$ cat src/rtl/his_reader_fsm_if.sv
// RAM read/clear port and downstream bin-stream handshake used by his_reader_fsm.
interface his_reader_fsm_if #(parameter int NB = 8, parameter int CNT_W = 16);
  logic             ram_rd_en;
  logic [NB:0]      ram_addr;
  logic [CNT_W-1:0] ram_rdata;
  logic             ram_wr_en;
  logic [CNT_W-1:0] ram_wdata;
  logic             bin_valid;
  logic             bin_ready;
  logic [CNT_W-1:0] bin_data;
  logic [NB-1:0]    bin_idx;
  logic             bin_last;

  modport master (
    output ram_rd_en, ram_addr, ram_wr_en, ram_wdata,
    input  ram_rdata,
    output bin_valid, bin_data, bin_idx, bin_last,
    input  bin_ready
  );

  modport slave (
    input  ram_rd_en, ram_addr, ram_wr_en, ram_wdata,
    output ram_rdata,
    input  bin_valid, bin_data, bin_idx, bin_last,
    output bin_ready
  );
endinterface

$ cat src/rtl/his_reader_fsm.sv
// Histogram bank readout: 3 cycles/bin (4 with HIS_CLEAR_ON_READ_EN), first word 3 cycles after start,
// bin word frozen while bin_ready is low; tracks the peak bin (ties keep the lower index).
module his_reader_fsm #(
  parameter int NB    = 8,
  parameter int CNT_W = 16
) (
  input  logic             clk,
  input  logic             res,
  input  logic             start,
  input  logic             his_sel,
  his_reader_fsm_if.master bus,
  output logic [NB-1:0]    peak_idx,
  output logic [CNT_W-1:0] peak_cnt,
  output logic             busy,
  output logic             done
);

  typedef enum logic [2:0] {
    IDLE = 3'd0,
    RD   = 3'd1,
    LAT  = 3'd2,
    OUT  = 3'd3,
    CLR  = 3'd4,
    DONE = 3'd5
  } state_t;

  localparam logic [NB-1:0] IDX_MAX = '1;

  state_t           state, state_nxt;
  logic             bank, bank_nxt;
  logic [NB-1:0]    idx, idx_nxt;
  logic [CNT_W-1:0] data_q, data_nxt;
  logic [NB-1:0]    bidx_q, bidx_nxt;
  logic             last_q, last_nxt;
  logic [NB-1:0]    pidx_nxt;
  logic [CNT_W-1:0] pcnt_nxt;
  logic             rd_c;
  logic             valid_c;
  logic [NB:0]      addr_c;
`ifdef HIS_CLEAR_ON_READ_EN
  logic             wr_c;
`endif

  always_ff @(posedge clk) begin
    if (!res) begin
      state    <= IDLE;
      bank     <= 1'b0;
      idx      <= '0;
      data_q   <= '0;
      bidx_q   <= '0;
      last_q   <= 1'b0;
      peak_idx <= '0;
      peak_cnt <= '0;
    end else begin
      state    <= state_nxt;
      bank     <= bank_nxt;
      idx      <= idx_nxt;
      data_q   <= data_nxt;
      bidx_q   <= bidx_nxt;
      last_q   <= last_nxt;
      peak_idx <= pidx_nxt;
      peak_cnt <= pcnt_nxt;
    end
  end

  always_comb begin
    state_nxt = state;
    bank_nxt  = bank;
    idx_nxt   = idx;
    data_nxt  = data_q;
    bidx_nxt  = bidx_q;
    last_nxt  = last_q;
    pidx_nxt  = peak_idx;
    pcnt_nxt  = peak_cnt;
    rd_c      = 1'b0;
    valid_c   = 1'b0;
    addr_c    = '0;
    busy      = 1'b0;
    done      = 1'b0;
`ifdef HIS_CLEAR_ON_READ_EN
    wr_c      = 1'b0;
`endif
    case (state)
      IDLE: begin
        if (start) begin
          bank_nxt  = his_sel;
          idx_nxt   = '0;
          pidx_nxt  = '0;
          pcnt_nxt  = '0;
          state_nxt = RD;
        end
      end
      RD: begin
        busy      = 1'b1;
        rd_c      = 1'b1;
        addr_c    = {bank, idx};
        state_nxt = LAT;
      end
      LAT: begin
        busy      = 1'b1;
        data_nxt  = bus.ram_rdata;
        bidx_nxt  = idx;
        last_nxt  = (idx == IDX_MAX);
        state_nxt = OUT;
      end
      OUT: begin
        busy    = 1'b1;
        valid_c = 1'b1;
        if (bus.bin_ready) begin
          // strict compare so an equal later bin never displaces the earlier peak
          if (data_q > peak_cnt) begin
            pcnt_nxt = data_q;
            pidx_nxt = bidx_q;
          end
`ifdef HIS_CLEAR_ON_READ_EN
          state_nxt = CLR;
`else
          if (last_q) begin
            state_nxt = DONE;
          end else begin
            idx_nxt   = idx + 1'b1;
            state_nxt = RD;
          end
`endif
        end
      end
`ifdef HIS_CLEAR_ON_READ_EN
      CLR: begin
        busy   = 1'b1;
        wr_c   = 1'b1;
        addr_c = {bank, bidx_q};
        if (last_q) begin
          state_nxt = DONE;
        end else begin
          idx_nxt   = idx + 1'b1;
          state_nxt = RD;
        end
      end
`endif
      DONE: begin
        done      = 1'b1;
        state_nxt = IDLE;
      end
      default: state_nxt = IDLE;
    endcase
  end

  assign bus.ram_rd_en = rd_c;
  assign bus.ram_addr  = addr_c;
  assign bus.ram_wdata = '0;
`ifdef HIS_CLEAR_ON_READ_EN
  assign bus.ram_wr_en = wr_c;
`else
  assign bus.ram_wr_en = 1'b0;
`endif
  assign bus.bin_valid = valid_c;
  assign bus.bin_data  = data_q;
  assign bus.bin_idx   = bidx_q;
  assign bus.bin_last  = last_q;

endmodule

$ cat src/flat_wrapper.sv
// flat-port wrapper written by rule: the top's interface ports become plain ports
module his_reader_fsm_flat 
#(
  parameter int NB    = 8,
  parameter int CNT_W = 16
)
  (clk, res, start, his_sel, peak_idx, peak_cnt, busy, done, bus_ram_rd_en, bus_ram_addr, bus_ram_wr_en, bus_ram_wdata, bus_ram_rdata, bus_bin_valid, bus_bin_data, bus_bin_idx, bus_bin_last, bus_bin_ready);
  his_reader_fsm_if #(.NB(NB), .CNT_W(CNT_W)) bus_i ();
  input  logic clk;
  input  logic res;
  input  logic start;
  input  logic his_sel;
  output logic [NB-1:0] peak_idx;
  output logic [CNT_W-1:0] peak_cnt;
  output logic busy;
  output logic done;
  output wire logic [$bits(bus_i.ram_rd_en)-1:0] bus_ram_rd_en;
  output wire logic [$bits(bus_i.ram_addr)-1:0] bus_ram_addr;
  output wire logic [$bits(bus_i.ram_wr_en)-1:0] bus_ram_wr_en;
  output wire logic [$bits(bus_i.ram_wdata)-1:0] bus_ram_wdata;
  input wire logic [$bits(bus_i.ram_rdata)-1:0] bus_ram_rdata;
  output wire logic [$bits(bus_i.bin_valid)-1:0] bus_bin_valid;
  output wire logic [$bits(bus_i.bin_data)-1:0] bus_bin_data;
  output wire logic [$bits(bus_i.bin_idx)-1:0] bus_bin_idx;
  output wire logic [$bits(bus_i.bin_last)-1:0] bus_bin_last;
  input wire logic [$bits(bus_i.bin_ready)-1:0] bus_bin_ready;
  assign bus_ram_rd_en = bus_i.ram_rd_en;
  assign bus_ram_addr = bus_i.ram_addr;
  assign bus_ram_wr_en = bus_i.ram_wr_en;
  assign bus_ram_wdata = bus_i.ram_wdata;
  assign bus_i.ram_rdata = bus_ram_rdata;
  assign bus_bin_valid = bus_i.bin_valid;
  assign bus_bin_data = bus_i.bin_data;
  assign bus_bin_idx = bus_i.bin_idx;
  assign bus_bin_last = bus_i.bin_last;
  assign bus_i.bin_ready = bus_bin_ready;
  his_reader_fsm #(.NB(NB), .CNT_W(CNT_W)) u_core (.clk(clk), .res(res), .start(start), .his_sel(his_sel), .bus(bus_i), .peak_idx(peak_idx), .peak_cnt(peak_cnt), .busy(busy), .done(done));
endmodule
$ cat config.mk
export PLATFORM = sky130hd
export DESIGN_NAME = his_reader_fsm_flat
export DESIGN_NICKNAME = d
export VERILOG_FILES = /design/src/rtl/his_reader_fsm_if.sv /design/src/rtl/his_reader_fsm.sv /design/src/flat_wrapper.sv
export SDC_FILE = /design/constraint.sdc
export NUM_CORES = 1
export LEC_CHECK = 0
export ABC_AREA = 0
export CAP_MARGIN = 20
export CORE_UTILIZATION = 42
export CTS_BUF_LIST = sky130_fd_sc_hd__clkbuf_4
export DETAILED_ROUTE_END_ITERATION = 10
export GPL_TIMING_DRIVEN = 0
export PLACE_DENSITY_LB_ADDON = 0.08
export SYNTH_ARGS = -nofsm -noshare
export SYNTH_HDL_FRONTEND = slang
export SYNTH_SLANG_ARGS = --single-unit
export TNS_END_PERCENT = 20
$ cat constraint.sdc
create_clock -name clk -period 1.9 [get_ports clk]
set_input_delay 0.19 -clock clk [delete_from_list [all_inputs] [get_ports clk]]
set_output_delay 0.19 -clock clk [all_outputs]
set_load 0.005 [all_outputs]
==> results_dict.tcl <==
set metrics [dict create \
    outcome "finished with violations" \
    failed_checks "design-rule violations, negative setup slack" \
    root_buffer "clkbuf_4" \
    ys_warn_count 0 \
    hp-class "in2reg" \
    die_w_um 84.8 \
    clock_path_buffers 2 \
    fin_hold_ws_ns 0.310 \
    worst_setup_path_start_kind "flip-flop" \
    first_pass_iters 8 \
    drive_gt1_share_pct 21.5 \
    grt_usage_pct 23.6 \
    cp_data_required_time_ns 2.20 \
    die_h_um 84.8 \
    syn_area_um2 2880 \
    grt_max_degree 12 \
    worstSetupEndpointType "flip-flop" \
    drc_errors 5 \
    synthDistinctLibCells 33 \
    fill_cells 532 \
    post-place-cells 515 \
    fin_nets 507 \
    pwr_density_cell_nw_per_um2 657 \
    min_path_cells 3 \
    multiInputGateArea_um2 1590 \
    drv_cap 0 \
    final.setup.worst_slack_ns -0.212 \
    gp_congestion 0.789 \
    r2r-start "u_core.peak_cnt[11]" \
    synthCells 340 \
    clock-sinks 61 \
    fin_crit_sh_pct 111 \
    ant_nets 0 \
    slew_violations 0 \
    grt_overflow_total 0 \
    drt_iter0_markers 176 \
    max_freq_ghz 0.473 \
    register_area_um2 1260 \
    via_per_inst 5.04 \
    cts_buffers 9 \
    cp.arrival_ns 2.42 \
    path_class "reg2reg" \
    clk_latency_ns 0.41 \
    clkTransAtPathRegs_ns 0.11 \
    n_antenna_cell 0 \
    vias 2779 \
    cp_max_fo 5 \
    htreeDepth 3 \
    leakagePower_nw 1.78 \
    grt_pass1_vias 2731 \
    skew_ns 0.0114 \
    hold_viol_final 0 \
    hold_end "u_core.bus.bin_data[13]" \
    port_buffers 82 \
    ir_worst_vdd_mv 0.459 \
    rows 29 \
    wl_per_cell_um 14.7 \
    reg2regPathDepth 9 \
    timing.rr.end "u_core.peak_cnt[7]" \
    stdcell_count 551 \
    tightest_slew_ns 0.601 \
    die_area_um2 7190 \
    grt_setup_unrepaired "true" \
    avgSynthCellArea_um2 8.46 \
    core_area_um2 6490 \
    seq_area_frac_synth_pct 42.4 \
    drt_wl_total_mm 8.10 \
    r2r_setup_slack_ns -0.21 \
    grt_first_pass_wirelength_mm 13.1 \
    holdCritStartpoint "bus_ram_rdata[13]" \
    slew_headroom_pct 59.9 \
    hpwl_mm 5.36 \
    ys_ff_latch 61 \
    fin_crit_ns 2.11 \
    start_util_pct 44.3 \
    antenna_found_initial 0 \
    io_pins 100 \
    finalSetupViolations 25 \
    cts_tree "done" \
    syn2layout_area_growth_pct 53.1 \
]
[sequential cells by signal, summed over array words and instances, names as in the netlist]
signal               flops
u_core.bank              1
u_core.bus.bin_data     16
u_core.bus.bin_idx       8
u_core.bus.bin_last      1
u_core.idx               8
u_core.peak_cnt         16
u_core.peak_idx          8
u_core.state             3
[critical path, cell delays in order (launching register included)]
cell,delay [ns]
dfxtp_2,0.35
inv_2,0.05
ha_4,0.26
nand4_1,0.20
nor4_4,0.31
a221o_1,0.28
a31oi_4,0.05
buf_12,0.16
buf_8,0.12
a32o_1,0.23
[layout make-up]
cell class / instances / area share, %
plain buffers: 32 / 4.97
clock buffers: 10 / 1.70
clock inverters: 6 / 1.76
inverters: 21 / 1.85
multi-input cells: 243 / 36.0
flip-flops and latches: 61 / 28.5
well taps: 77 / 2.19
repair buffers: 101 / 23.1
[power by group]
| group | switching (mW) | internal, mW |
|---|---|---|
| clock | 0.471 | 0.536 |
| sequential | 0.0306 | 1.30 |
| combinational | 0.271 | 0.285 |
[cell families (layout without fill, tap and decap cells)]
logic type | Yosys count | in the layout | synth area share [%]
AND/OR/NAND/NOR | 131 | 132 | 20.1
multiplexers | 11 | 11 | 3.83
adder cells (fa/ha/maj) | 17 | 17 | 7.39
other | 1 | 17 | 0.130
flip-flops | 61 | 61 | 42.4
buffers and inverters | 53 | 170 | 9.83
XOR/XNOR | 6 | 6 | 1.83
AO/OA/AOI/OAI | 60 | 60 | 14.4
[routing by layer]
layer	GRT usage [%]	part of all wire, %
met3	7.18	5.1
met5	0	0
met4	10.2	1.8
met1	27.4	42
met2	40.3	51
[cells in the final DEF, fill, tap and decap left out, types with 3 or more instances in the layout]
cell / instances
and2_1: 9
clkbuf_4: 10
buf_4: 30
dfxtp_1: 39
clkdlybuf4s50_1: 73
clkbuf_1: 10
and3_1: 4
nor2_1: 16
nand4_1: 7
mux2i_1: 11
dfxtp_2: 19
nand3_1: 5
inv_1: 15
buf_6: 5
nand2_1: 78
ha_4: 8
dlygate4sd2_1: 8
conb_1: 17
a32o_1: 15
inv_2: 5
ha_1: 9
xor2_1: 6
a21oi_1: 35
dfxtp_4: 3
[Yosys cell counts]
library cell  count  share of area [%]
mux2i_1          11                3.8
nor2_1           16                2.1
nand3_1           5               0.87
nand4_1           7                1.5
a211oi_1          1               0.26
and3_1            4               0.87
a32o_1           15                5.2
a21oi_2           1               0.30
a221o_1           1               0.35
clkbuf_1         11                1.4
a21o_2            1               0.30
o211ai_1          1               0.26
nor3_1            3               0.52
inv_1            21                2.7
buf_6             2               0.78
and2_1            9                2.0
nand3b_1          1               0.26
nand4b_1          1               0.30
xor2_1            6                1.8
a32o_2            1               0.39
dfxtp_1          61                 42
o21ai_0           3               0.52
nor3b_1           1               0.26
nand2_1          80                 10
nor4_1            1               0.22
nand2b_1          2               0.43
conb_1            1               0.13
buf_4            18                4.7
ha_1             17                7.4
buf_2             1               0.17
a31oi_4           1               0.74
a21oi_1          35                6.1
or3b_4            1               0.39
[worst max path at each step]
stage | startpoint | end | slack, ns | cells past startpoint
after global placement | start | u_core.peak_cnt[4] | -0.33 | 6
final | u_core.peak_cnt[11] | u_core.peak_cnt[7] | -0.21 | 9
after CTS | u_core.peak_cnt[11] | u_core.peak_idx[3] | -0.15 | 8
after detailed placement | start | u_core.peak_cnt[4] | -0.34 | 6
after floorplan | u_core.peak_cnt[9] | u_core.peak_cnt[11] | -0.03 | 8
after global routing | u_core.peak_cnt[11] | u_core.peak_cnt[7] | -0.27 | 9
[through the flow]
stage / total power [mW] / utilization, % / setup WS [ns] / setup TNS (ns) / cell area [µm²]
CTS: 2.90 / 67.3 / -0.154 / -3.26 / 4370
detailed placement: 1.79 / 59.7 / -0.340 / -9.88 / 3880
global placement: 1.78 / 59.7 / -0.331 / -9.78 / 3880
finish: 2.90 / 67.8 / -0.212 / -3.84 / 4410
global route: 3.04 / 67.8 / -0.271 / -5.62 / 4410
floorplan: 1.62 / - / -0.0339 / -0.318 / 2960
[timing repair]
item	4_1_cts	5_1_grt
endpoints found under the hold margin	0	0
hold buffers	0	0
gates resized for setup	56	9
setup buffers	15	1
pin swaps	34	3
gates cloned	4	0
endpoints found under the setup margin	36	38
No activity file was read; power rests on OpenSTA's default activity.
